<file path="src/rtl/rx_block_fsm.sv">
// rx_block_fsm
//   64b/66b receive block classifier and receive state machine. Each accepted
//   block is held for one valid cycle so it can be judged with the following
//   block as lookahead, which decides whether a terminate block is legitimate.
//   Legal blocks pass through unchanged. Illegal ones are replaced by the error
//   control block and counted.
//
// Ports
//   i_clock      clock
//   i_reset      synchronous, active-high reset
//   i_rf_enable  block enable; 0 clears everything like reset, every cycle
//   i_valid      qualifies i_data, one block per asserted cycle
//   i_data       66-bit coded block: [65:64] sync header, [63:56] block type
//   o_data       checked block, or the error control block
//   o_valid      one-cycle pulse qualifying o_data
//   o_rx_state   receive state after evaluating the block on o_data
//                (RX_INIT=0, RX_C=1, RX_D=2, RX_T=3, RX_E=4)
//   o_err_cnt    saturating count of error blocks emitted
//
// Only NB_DATA_CODED = 66 is meaningful; the field positions are fixed.

module rx_block_fsm #(
  parameter int NB_DATA_CODED = 66,
  parameter int NB_ERR_CNT    = 16
) (
  input  logic                     i_clock,
  input  logic                     i_reset,
  input  logic                     i_rf_enable,
  input  logic                     i_valid,
  input  logic [NB_DATA_CODED-1:0] i_data,
  output logic [NB_DATA_CODED-1:0] o_data,
  output logic                     o_valid,
  output logic [2:0]               o_rx_state,
  output logic [NB_ERR_CNT-1:0]    o_err_cnt
);

  typedef enum logic [2:0] {
    RX_INIT = 3'd0,
    RX_C    = 3'd1,
    RX_D    = 3'd2,
    RX_T    = 3'd3,
    RX_E    = 3'd4
  } rx_state_t;

  typedef enum logic [2:0] {
    CLS_C = 3'd0,
    CLS_D = 3'd1,
    CLS_S = 3'd2,
    CLS_T = 3'd3,
    CLS_E = 3'd4
  } blk_cls_t;

  // Error control block: type 0x1E carrying eight /E/ (0x1E) characters.
  localparam logic [NB_DATA_CODED-1:0] ERR_BLOCK = 66'h2_1E_3C78F1E3C78F1E;

  // The eight terminate block types, one byte each.
  localparam logic [63:0] T_TYPES = 64'h87_99_AA_B4_CC_D2_E1_FF;

  // ---------------------------------------------------------------------------
  // Classification of the incoming block
  // ---------------------------------------------------------------------------
  logic [1:0] sync;
  logic [7:0] blk_type;
  logic [7:0] char_idle;
  logic [7:0] t_hit;
  blk_cls_t   in_cls;

  assign sync     = i_data[65:64];
  assign blk_type = i_data[63:56];

  genvar gi;
  generate
    for (gi = 0; gi < 8; gi++) begin : g_char
      // 7-bit control characters of an all-control (0x1E) block.
      assign char_idle[gi] = (i_data[gi*7 +: 7] == 7'h00);
      assign t_hit[gi]     = (blk_type == T_TYPES[gi*8 +: 8]);
    end
  endgenerate

  always_comb begin
    in_cls = CLS_E;
    if (sync == 2'b01) begin
      in_cls = CLS_D;
    end else if (sync == 2'b10) begin
      if (blk_type == 8'h78) begin
        in_cls = CLS_S;
      end else if (|t_hit) begin
        in_cls = CLS_T;
      end else if ((blk_type == 8'h4B) || ((blk_type == 8'h1E) && (&char_idle))) begin
        in_cls = CLS_C;
      end
    end
  end

  // ---------------------------------------------------------------------------
  // State
  // ---------------------------------------------------------------------------
  logic                     clear;
  rx_state_t                state_reg,     state_next;
  logic [NB_DATA_CODED-1:0] hold_data_reg, hold_data_next;
  blk_cls_t                 hold_cls_reg,  hold_cls_next;
  logic                     primed_reg,    primed_next;
  logic [NB_DATA_CODED-1:0] data_reg,      data_next;
  logic                     valid_reg,     valid_next;
  logic [NB_ERR_CNT-1:0]    err_cnt_reg,   err_cnt_next;

  assign clear = i_reset | ~i_rf_enable;

  always_ff @(posedge i_clock) begin
    if (clear) begin
      state_reg     <= RX_INIT;
      hold_data_reg <= '0;
      hold_cls_reg  <= CLS_E;
      primed_reg    <= 1'b0;
      data_reg      <= '0;
      valid_reg     <= 1'b0;
      err_cnt_reg   <= '0;
    end else begin
      state_reg     <= state_next;
      hold_data_reg <= hold_data_next;
      hold_cls_reg  <= hold_cls_next;
      primed_reg    <= primed_next;
      data_reg      <= data_next;
      valid_reg     <= valid_next;
      err_cnt_reg   <= err_cnt_next;
    end
  end

  // ---------------------------------------------------------------------------
  // Next state and outputs
  // ---------------------------------------------------------------------------
  logic next_ok;  // lookahead block may legally follow a terminate

  assign next_ok = (in_cls == CLS_S) || (in_cls == CLS_C);

  always_comb begin
    state_next     = state_reg;
    hold_data_next = hold_data_reg;
    hold_cls_next  = hold_cls_reg;
    primed_next    = primed_reg;
    data_next      = data_reg;
    valid_next     = 1'b0;
    err_cnt_next   = err_cnt_reg;

    if (i_valid) begin
      // Evaluate the held block only once there is a lookahead block for it.
      if (primed_reg) begin
        case (state_reg)
          RX_INIT, RX_C, RX_T: begin
            if (hold_cls_reg == CLS_C)      state_next = RX_C;
            else if (hold_cls_reg == CLS_S) state_next = RX_D;
            else                            state_next = RX_E;
          end
          RX_D: begin
            if (hold_cls_reg == CLS_D)                   state_next = RX_D;
            else if ((hold_cls_reg == CLS_T) && next_ok) state_next = RX_T;
            else                                         state_next = RX_E;
          end
          default: begin
            // RX_E: S is not a way out of the error state.
            if (hold_cls_reg == CLS_C)                   state_next = RX_C;
            else if (hold_cls_reg == CLS_D)              state_next = RX_D;
            else if ((hold_cls_reg == CLS_T) && next_ok) state_next = RX_T;
            else                                         state_next = RX_E;
          end
        endcase

        valid_next = 1'b1;
        if (state_next == RX_E) begin
          data_next = ERR_BLOCK;
          if (err_cnt_reg != '1) begin
            err_cnt_next = err_cnt_reg + 1'b1;
          end
        end else begin
          data_next = hold_data_reg;
        end
      end

      hold_data_next = i_data;
      hold_cls_next  = in_cls;
      primed_next    = 1'b1;
    end
  end

  assign o_data     = data_reg;
  assign o_valid    = valid_reg;
  assign o_rx_state = state_reg;
  assign o_err_cnt  = err_cnt_reg;

endmodule

</file>
<file path="config.mk">
export PLATFORM = sky130hd
export DESIGN_NAME = rx_block_fsm
export DESIGN_NICKNAME = d
export VERILOG_FILES = /design/src/rtl/rx_block_fsm.sv
export SDC_FILE = /design/constraint.sdc
export NUM_CORES = 1
export LEC_CHECK = 0
export CORE_MARGIN = 2
export CORE_UTILIZATION = 45
export CTS_CLUSTER_DIAMETER = 30
export DETAILED_ROUTE_END_ITERATION = 8
export PLACE_DENSITY = 0.79
export RECOVER_POWER = 25
export SYNTH_ARGS = -nofsm -noshare
export SYNTH_HDL_FRONTEND = slang
export SYNTH_SLANG_ARGS = --single-unit
export TNS_END_PERCENT = 5
</file>
<file path="constraint.sdc">
create_clock -name i_clock -period 2.69 [get_ports i_clock]
set_clock_uncertainty 0.15 [all_clocks]
set_input_delay 0.269 -clock i_clock [delete_from_list [all_inputs] [get_ports i_clock]]
set_output_delay 0.269 -clock i_clock [all_outputs]
set_load 0.02 [all_outputs]
</file>
==> results of run 1 <==
## how the worst min path moves through the flow
stage,startpoint,to,slack (ps)
after CTS,i_valid,hold_cls_reg[1],290
final,i_valid,hold_cls_reg[1],310
after detailed placement,hold_data_reg[35],o_data[35],300
after floorplan,i_data[0],hold_data_reg[0],270
after global placement,hold_data_reg[64],o_data[64],300
after global routing,i_valid,hold_cls_reg[0],320
## worst max-delay path: cells and delay by family
family	cells	cell delay (ps)
AOI/OAI and AO/OA	1	160
buffers and inverters	3	860
and+or+nand+nor	6	1540
## where the power goes
part	leakage (nW)	internal, W	switching [W]
sequential	1.26	0.00235	0.0000254
combinational	1.90	0.000217	0.000209
clock	0.269	0.00133	0.000901
total	3.43	0.00390	0.00114
## per-stage QoR
stage	hold slack (ps)	instance area, um^2	TNS [ps]	cells
2_1_floorplan	266	6100	0	644
3_3_place_gp	296	8100	-18000	980
3_5_place_dp	303	8100	-21380	980
4_1_cts	293	8650	0	1010
5_1_grt	324	8630	0	1010
6_report	306	8630	0	1010
## layer usage
layer	wire, um	GRT usage, %	part of all wire, %
met1	7490	29.6	43
met2	8600	40.9	49
met3	1060	6.08	6.1
met4	348	10.7	2.0
met5	0	0	0
## repair_timing
| action | CTS | global route |
|---|---|---|
| gates resized for setup | 1 | 0 |
| endpoints found under the setup margin | 11 | 0 |
| buffers inserted | 0 | 0 |
## cells by family after synthesis
logic type / synth area share [%]
flip-flops: 51.2
AO/OA/AOI/OAI: 12.7
AND/OR/NAND/NOR: 20.5
adder cells (fa/ha/maj): 0.205
XOR/XNOR: 0.287
buffers and inverters: 4.02
multiplexers: 11.2
## synthesized netlist by cell type (all sizes together), types with 2 or more instances
cell type  number  share of area (%)
dfxtp         156                 51
nor2          123                7.6
mux2i          68                 11
o21ai          44                3.6
nor3           43                3.8
a22o           29                4.2
clkbuf         26                1.6
buf            21                1.9
nor4           18                1.9
nand2          17                1.0
a21oi          10               0.82
inv             8               0.49
nand2b          8               0.82
a31oi           7               0.72
nand3           7               0.57
nand4           7               0.72
a41o            6                1.0
nor2b           5               0.51
a31o            4               0.57
and3            4               0.57
nor4bb          4               0.66
a21o            3               0.37
and4bb          3               0.62
and2            2               0.21
and2b           2               0.27
and4            2               0.33
nand4b          2               0.29
o22a            2               0.29
o22ai           2               0.31
xnor2           2               0.29
## layout make-up
| type | count | area, um^2 |
|---|---|---|
| clock buffer | 23 | 478 |
| clock inverter | 7 | 66.3 |
| fill | 1075 | 4610 |
| inverter | 8 | 30.0 |
| multi-input combinational | 433 | 2760 |
| sequential | 156 | 3120 |
| tap | 176 | 220 |
| timing repair buffer | 207 | 1950 |
==> flow_summary_export.csv, run 1 <==
group,metric,value,unit
synth,syn-mean-instance-area,9.48,um^2
timing,setup_violations,0,
clocking,worst_setup_hold_path_clk_slew,60,ps
setup_path,crit_fanout,29,
clocking,clock_path_buffers,2,
clocking,tritoncts,"built",
timing,period_share,98.0,%
pwr,powerDensity,584,nW/um^2
clocking,clock-root-buffer,"sky130_fd_sc_hd__clkbuf_16",
setup_path,path_class,"primary input to register",
setup_path,worst_path_largest_cell_delay,540,ps
placement,dpl_worst_slack,-543,ps
die,design.portCount,156,
setup_path,cp_slowest_cell,"sky130_fd_sc_hd__nor4_1",
drt,first_iter_violations,442,
timing,timing.final.ws_setup,53.9,ps
timing,finalMaxSlewViolations,47,
die,placementRows,42,
cells_and_area,final_common_cell,"sky130_fd_sc_hd__dfxtp_1",
worst_hold_path,timing.hold.worst_path_depth,4,
setup_path,critPathCaptureType,"register",
placement,detailed_place_hpwl,12200,um
drt,average_routed_wire_per_standard_cell,17.3,um
clocking,hold_buffers,0,
die,design.die.area,14500,um^2
setup_path,regToRegSetupSlack,150,ps
setup_path,setup.worst_path.start,"i_data[32]",
synth,netlist_instances,644,
synth,synth-seq-cells,156,
drt,routed-via-count,5614,
synth,syn-cell-area,6100,um^2
global_routing,grt.total_usage,24.4,%
cells_and_area,commonest_non_fill_non_tap_cells_in_the_layout,"sky130_fd_sc_hd__dfxtp_1 (156), sky130_fd_sc_hd__clkdlybuf4s50_1 (153), sky130_fd_sc_hd__nor2_1 (121), sky130_fd_sc_hd__mux2i_1 (68), sky130_fd_sc_hd__buf_4 (46)",
global_routing,maximum_number_of_pins_on_one_net_before_global_route_repair,47,
worst_hold_path,min_path_type,"primary input to register",
timing,slew-limit-headroom,-4.54,%
setup_path,start_kind,"primary input",
timing,timing.fmax,0.379,GHz
timing,rsz_0062_raised_after_global_routing,"no",
clocking,htreeDepth,4,
timing,timing.final.hold_violations,0,
placement,port_buffers,155,
global_routing,initial_antenna_violation_count,0,
global_routing,via_count_of_the_first_global_routing_pass,5618,
drt,vias_per_cell,5.56,
synth,synth-warning-count,0,
drt,drtPass1Iterations,5,
clocking,cts.sinks,156,
global_routing,overflow,0,
drt,final_antenna_net_count,0,
die,initial_utilization,46.1,%
synth,post_synth_arst_share,0,%
synth,ys.flop_type,"sky130_fd_sc_hd__dfxtp_1",
synth,synth_sequential_area_ratio,51.2,%
status,status,"complete, but fails checks",
global_routing,grt_pass1_wl,28000,um
cells_and_area,post_route_cells_drive_above_1_share,11.6,%
clocking,insertion_delay,420,ps
drt,wl,17500,um
setup_path,setup.worst_path.end,"o_data[41]",
pwr,worst_ir_drop_vdd,0.000336,V
synth,synth_cell_type_count,53,
die,coreArea,13200,um^2
setup_path,cell_by_cell_trace_of_the_critical_path,"clkdlybuf4s50_1 > nor4_1 > buf_4 > nand4_1 > nor4_2 > and2b_2 > nor2_4 > nor3_4 > buf_12 > a22o_1",
synth,number_of_enable_flip_flop_cells_after_synthesis,0,
status,violations,"max-capacitance violations, max-slew violations",
synth,syn_nets,715,
cells_and_area,finish.utilization,65.2,%
cells_and_area,flow.area_growth_from_synthesis,41.4,%
setup_path,worst-endpoint-arrival,2850,ps
die,die_height,120,um
timing,worstMarginPinSlew,1570,ps
pwr,finalPower,0.00504,W
job,maxCapViolCount,1,
setup_path,cp_data_required_time,2900,ps
die,dieWidth,120,um
setup_path,worstRegToRegCells,7,
pwr,static-leakage-power,3.43,nW
placement,place_congestion,0.872,
timing,layout_min_cycle_time,2640,ps
setup_path,regToRegEndpoint,"o_err_cnt[10]",
clocking,cts-buffers-inserted,17,
setup_path,r2r_start,"o_err_cnt[9]",
drt,detail_route.drc_violations,0,
cells_and_area,design.final.nets,894,
cells_and_area,antenna_fix_cells,0,
No activity file was read; power rests on OpenSTA's default activity.
==> run 2: changes to the inputs <==
- CELL_PAD_IN_SITES_DETAIL_PLACEMENT: default -> 0
- CELL_PAD_IN_SITES_GLOBAL_PLACEMENT: default -> 2
- CORE_MARGIN: 2 -> 5
- CORE_UTILIZATION: 45 -> 29
- MAX_ROUTING_LAYER: default -> met4
- PLACE_DENSITY: 0.79 -> 0.84
==> run 2 against run 1 <==
Effect of this change:
- the flow now finishes without violations
- hold slack better by 11 ps
- sequential cell count unchanged
- via count down 5.0%
- die area up 66%
- count of clock-buffer cells in the layout down 2
- register-to-register slack better by 90 ps
- maximum frequency up 4.7%
- worst setup slack better by 120 ps
- largest power group is now the clock network
- combinational power up 5.2%
- sequential share of layout area down 1.7 points
==> flow_summary_export.csv, run 2 (same netlist as run 1, synthesis figures left out) <==
group,metric,value,unit
pwr,static-leakage-power,3.60,nW
drt,wl,18700,um
global_routing,grt_pass1_wl,29400,um
cells_and_area,flow.area_growth_from_synthesis,48.4,%
pwr,finalPower,0.00545,W
job,maxCapViolCount,0,
setup_path,worstRegToRegCells,7,
worst_hold_path,min_path_type,"register to register",
clocking,tritoncts,"built",
timing,setup_violations,0,
die,die_height,155,um
placement,post-place-cells,1105,
die,dieWidth,155,um
setup_path,start_kind,"primary input",
setup_path,path_class,"primary input to register",
drt,first_iter_violations,235,
timing,whs,317,ps
die,design.die.area,24000,um^2
drt,final_antenna_net_count,0,
cells_and_area,nFillCells,2074,
setup_path,crit_fanout,29,
clocking,worst_setup_hold_path_clk_slew,60,ps
clocking,cts.repair_timing.setup_buffer_count,0,
cells_and_area,finish.utilization,43.4,%
pwr,worst_ir_drop_vdd,0.000418,V
timing,slew-limit-headroom,41.2,%
global_routing,maximum_number_of_pins_on_one_net_before_global_route_repair,54,
clocking,clock-root-buffer,"sky130_fd_sc_hd__clkbuf_16",
worst_hold_path,min-delay-start,"hold_data_reg[49]",
cells_and_area,final_common_cell,"sky130_fd_sc_hd__dfxtp_1",
timing,timing.final.ws_setup,173,ps
timing,timing.final.hold_violations,0,
drt,routed-via-count,5333,
cells_and_area,post_route_cells_drive_above_1_share,14.5,%
timing,timing.fmax,0.397,GHz
drt,average_routed_wire_per_standard_cell,16.4,um
global_routing,grt.total_usage,16.0,%
worst_hold_path,timing.hold.worst_path_depth,1,
global_routing,initial_antenna_violation_count,1,
die,placementRows,53,
timing,layout_min_cycle_time,2520,ps
die,coreArea,20900,um^2
setup_path,regToRegSetupSlack,240,ps
clocking,cts-buffers-inserted,17,
placement,dpl_worst_slack,-492,ps
timing,period_share,93.6,%
clocking,insertion_delay,420,ps
setup_path,r2r_start,"o_err_cnt[9]",
die,initial_utilization,29.2,%
drt,detail_route.drc_violations,0,
cells_and_area,design.final.nets,920,
clocking,clock_path_buffers,2,
global_routing,via_count_of_the_first_global_routing_pass,5145,
setup_path,worst-endpoint-arrival,2730,ps
status,status,"complete, no violations",
cells_and_area,commonest_non_fill_non_tap_cells_in_the_layout,"sky130_fd_sc_hd__dfxtp_1 (156), sky130_fd_sc_hd__clkdlybuf4s50_1 (153), sky130_fd_sc_hd__nor2_1 (121), sky130_fd_sc_hd__buf_4 (74), sky130_fd_sc_hd__mux2i_1 (68)",
pwr,powerDensity,602,nW/um^2
placement,port_buffers,155,
drt,drtPass1Iterations,4,
setup_path,cp_data_required_time,2900,ps
clocking,cts.sinks,156,
placement,place_congestion,0.755,
worst_hold_path,worstHoldEndpoint,"o_data[49]",
timing,finalMaxSlewViolations,0,
setup_path,regToRegEndpoint,"o_err_cnt[9]",
timing,rsz_0062_raised_after_global_routing,"no",
die,design.portCount,156,
drt,vias_per_cell,4.69,
timing,worstMarginPinSlew,882,ps
clocking,htreeDepth,4,
cells_and_area,layout.cells.non_filler,1138,
global_routing,overflow,0,
setup_path,critPathCaptureType,"register",
placement,detailed_place_hpwl,13200,um
-- run 2: worst max path at each step --
stage,start,end,slack (ps)
CTS,i_data[25],o_data[55],100
detailed placement,i_data[61],o_err_cnt[7],-490
global placement,i_data[56],o_err_cnt[9],-490
finish,i_data[34],o_data[62],170
floorplan,o_err_cnt[6],o_err_cnt[13],520
global route,i_data[34],o_data[62],40
-- run 2: area by class of cell --
class                           count  area [um^2]  share of cell area [%]
Multi-Input combinational cell    433         2760                    30.5
Tap cell                          275          344                    3.80
Timing Repair Buffer              233         2150                    23.7
Clock inverter                     11          191                    2.11
Sequential cell                   156         3120                    34.5
Antenna cell                        1         2.50                  0.0276
Clock buffer                       21          450                    4.97
Inverter                            8         30.0                   0.332
-- run 2: critical path, stage by stage --
cell and delay [ps]:
sky130_fd_sc_hd__clkdlybuf4s50_1 440, sky130_fd_sc_hd__nor4_1 610, sky130_fd_sc_hd__nand4_1 190, sky130_fd_sc_hd__nor4_2 340
sky130_fd_sc_hd__and2b_2 260, sky130_fd_sc_hd__nor2_4 70, sky130_fd_sc_hd__nor3_4 150, sky130_fd_sc_hd__buf_12 230
sky130_fd_sc_hd__a22o_1 150
-- run 2: stage by stage --
step	instance area, um^2	TNS [ps]
floorplan	6100	0
global placement	8420	-24760
detailed placement	8420	-24070
CTS	9060	0
global route	9060	0
finish	9060	0
-- run 2: per-layer routing --
layer	GRT usage [%]	share of wire, %	wire length (um)
met4	5.05	1.3	241
met5	-	0	0
met1	21.6	47	8830
met2	23.1	45	8370
met3	4.51	6.8	1280
-- run 2: power breakdown --
part	internal [W]	switching [W]
clock	0.00167	0.000955
sequential	0.00235	0.0000232
combinational	0.000234	0.000213
-- run 2: repair_timing --
action / CTS / global route
hold endpoints to repair: 0 / 0
setup endpoints to repair: 8 / 5
hold buffers: 0 / 0
resized for setup: 1 / 1
==> run 3: changes to the inputs <==
- CORE_MARGIN: 5 -> 2
- clock period: 2.69 -> 2.7 ns (I/O delays scaled with it)
==> run 3 against run 2 <==
Effect of this change:
- count of clock-buffer cells in the layout shrank 1
- the run now ends with max-capacitance violations, max-slew violations left
- critical path depth stayed put
- wire length fell by 3.2%
- die area down 7.6%
- cell area down 0.64%
- first-iteration DRC count grew 29%
- worst setup slack worse by 22 ps
- global-route usage grew 1.1 points
- combinational power is essentially flat
- sequential cell count did not move
==> flow_summary_export.csv, run 3 (same netlist as run 1, synthesis figures left out) <==
group,metric,value,unit
worst_hold_path,min_path_type,"register to register",
die,coreArea,20800,um^2
global_routing,via_count_of_the_first_global_routing_pass,5018,
clocking,clock-root-buffer,"sky130_fd_sc_hd__clkbuf_16",
global_routing,grt.total_usage,17.1,%
clocking,cts.sinks,156,
cells_and_area,layout.cells.non_filler,1133,
cells_and_area,seq_area,3120,um^2
clocking,cts.repair_timing.setup_buffer_count,0,
clocking,insertion_delay,420,ps
clocking,hold_buffers,0,
setup_path,start_kind,"primary input",
global_routing,initial_antenna_violation_count,1,
setup_path,cp_data_required_time,2910,ps
die,placementRows,53,
cells_and_area,flow.area_growth_from_synthesis,47.5,%
cells_and_area,post_route_cells_drive_above_1_share,14.1,%
setup_path,crit_fanout,29,
timing,period_share,94.4,%
drt,first_iter_violations,302,
global_routing,maximum_number_of_pins_on_one_net_before_global_route_repair,66,
pwr,worst_ir_drop_vdd,0.000384,V
setup_path,critPathCaptureType,"register",
clocking,tritoncts,"built",
placement,place_congestion,0.795,
status,status,"complete, but fails checks",
placement,detailed_place_hpwl,12300,um
clocking,cts-buffers-inserted,17,
cells_and_area,commonest_non_fill_non_tap_cells_in_the_layout,"sky130_fd_sc_hd__dfxtp_1 (156), sky130_fd_sc_hd__clkdlybuf4s50_1 (153), sky130_fd_sc_hd__nor2_1 (121), sky130_fd_sc_hd__buf_4 (69), sky130_fd_sc_hd__mux2i_1 (68)",
die,dieWidth,149,um
drt,vias_per_cell,4.72,
clocking,worst_setup_hold_path_clk_slew,60,ps
clocking,clock_path_buffers,2,
global_routing,overflow,0,
setup_path,worst-endpoint-arrival,2760,ps
drt,final_antenna_net_count,0,
drt,wl,18100,um
drt,routed-via-count,5352,
timing,whs,312,ps
timing,setup_violations,0,
cells_and_area,multi_input_area,2770,um^2
status,violations,"max-capacitance violations, max-slew violations",
pwr,powerDensity,585,nW/um^2
cells_and_area,final_common_cell,"sky130_fd_sc_hd__dfxtp_1",
drt,average_routed_wire_per_standard_cell,16.0,um
timing,layout_min_cycle_time,2550,ps
cells_and_area,nFillCells,2061,
placement,port_buffers,155,
clocking,post_cts.resized_instances,1,
setup_path,path_class,"primary input to register",
timing,rsz_0062_raised_after_global_routing,"no",
die,design.die.area,22200,um^2
drt,drtPass1Iterations,5,
clocking,htreeDepth,4,
placement,post-place-cells,1100,
die,design.portCount,156,
timing,timing.fmax,0.392,GHz
cells_and_area,design.final.nets,915,
timing,slew-limit-headroom,-1.78,%
drt,detail_route.drc_violations,0,
timing,timing.final.hold_violations,0,
job,maxCapViolCount,1,
die,initial_utilization,29.3,%
timing,finalMaxSlewViolations,48,
die,die_height,149,um
timing,worstMarginPinSlew,1530,ps
pwr,static-leakage-power,3.56,nW
global_routing,grt_pass1_wl,28500,um
-- run 3: changes by cell type in the layout (fill, tap and decap cells not counted), moves of 2 or more --
cell and change:
sky130_fd_sc_hd__bufinv_16 -2, sky130_fd_sc_hd__clkinvlp_4 +3, sky130_fd_sc_hd__inv_6 +2, sky130_fd_sc_hd__clkinv_2 -3
sky130_fd_sc_hd__buf_4 -5
-- run 3: routing by layer --
layer	share of wire [%]	track usage (%)	up-vias
met5	0	-	-
li1	-	-	2699
met1	48	22.6	2519
met3	5.7	5.72	14
met4	1.4	4.67	0
met2	44	25.1	120
-- run 3: layout make-up --
| cell class | instances | share of cell area, % |
|---|---|---|
| clock inverters | 12 | 1.84 |
| clock buffers | 20 | 4.85 |
| repair buffers | 228 | 23.7 |
| well taps | 275 | 3.82 |
| multi-input cells | 433 | 30.7 |
| diodes | 1 | 0.0278 |
| inverters | 8 | 0.334 |
| flip-flops and latches | 156 | 34.7 |
-- run 3: path summary, 6_finish.rpt --
kind / startpoint / end / slack [ps] / cells after the start
worst max-delay path: i_data[25] / o_data[13] / 150 / 9
worst min-delay path: hold_data_reg[49] / o_data[49] / 310 / 1
worst max register to register: o_err_cnt[9] / o_err_cnt[10] / 240 / 7
worst min register to register: hold_data_reg[49] / o_data[49] / 310 / 1
-- run 3: power by group --
part | internal [W] | switching (W)
Sequential | 0.00235 | 0.0000233
Clock | 0.00147 | 0.000985
Combinational | 0.000235 | 0.000211
-- run 3: through the flow --
stage          area, um^2  TNS [ps]  setup slack, ps  util, %  power (W)
4_1_cts              9010         0              174     43.3    0.00534
6_report             9000         0              151     43.2    0.00527
3_3_place_gp         8400    -19210             -585     40.4    0.00287
2_1_floorplan        6100         0              530        -    0.00261
3_5_place_dp         8400    -19800             -603     40.4    0.00287
5_1_grt              9000         0             15.2     43.2    0.00548
-- run 3: critical path, stage by stage --
cell and delay [ps]:
sky130_fd_sc_hd__clkdlybuf4s50_1 420, sky130_fd_sc_hd__nor4_1 570, sky130_fd_sc_hd__nand4_1 260, sky130_fd_sc_hd__nor4_2 350
sky130_fd_sc_hd__and2b_2 280, sky130_fd_sc_hd__nor2_4 70, sky130_fd_sc_hd__nor3_4 150, sky130_fd_sc_hd__buf_12 230
sky130_fd_sc_hd__a22o_1 150
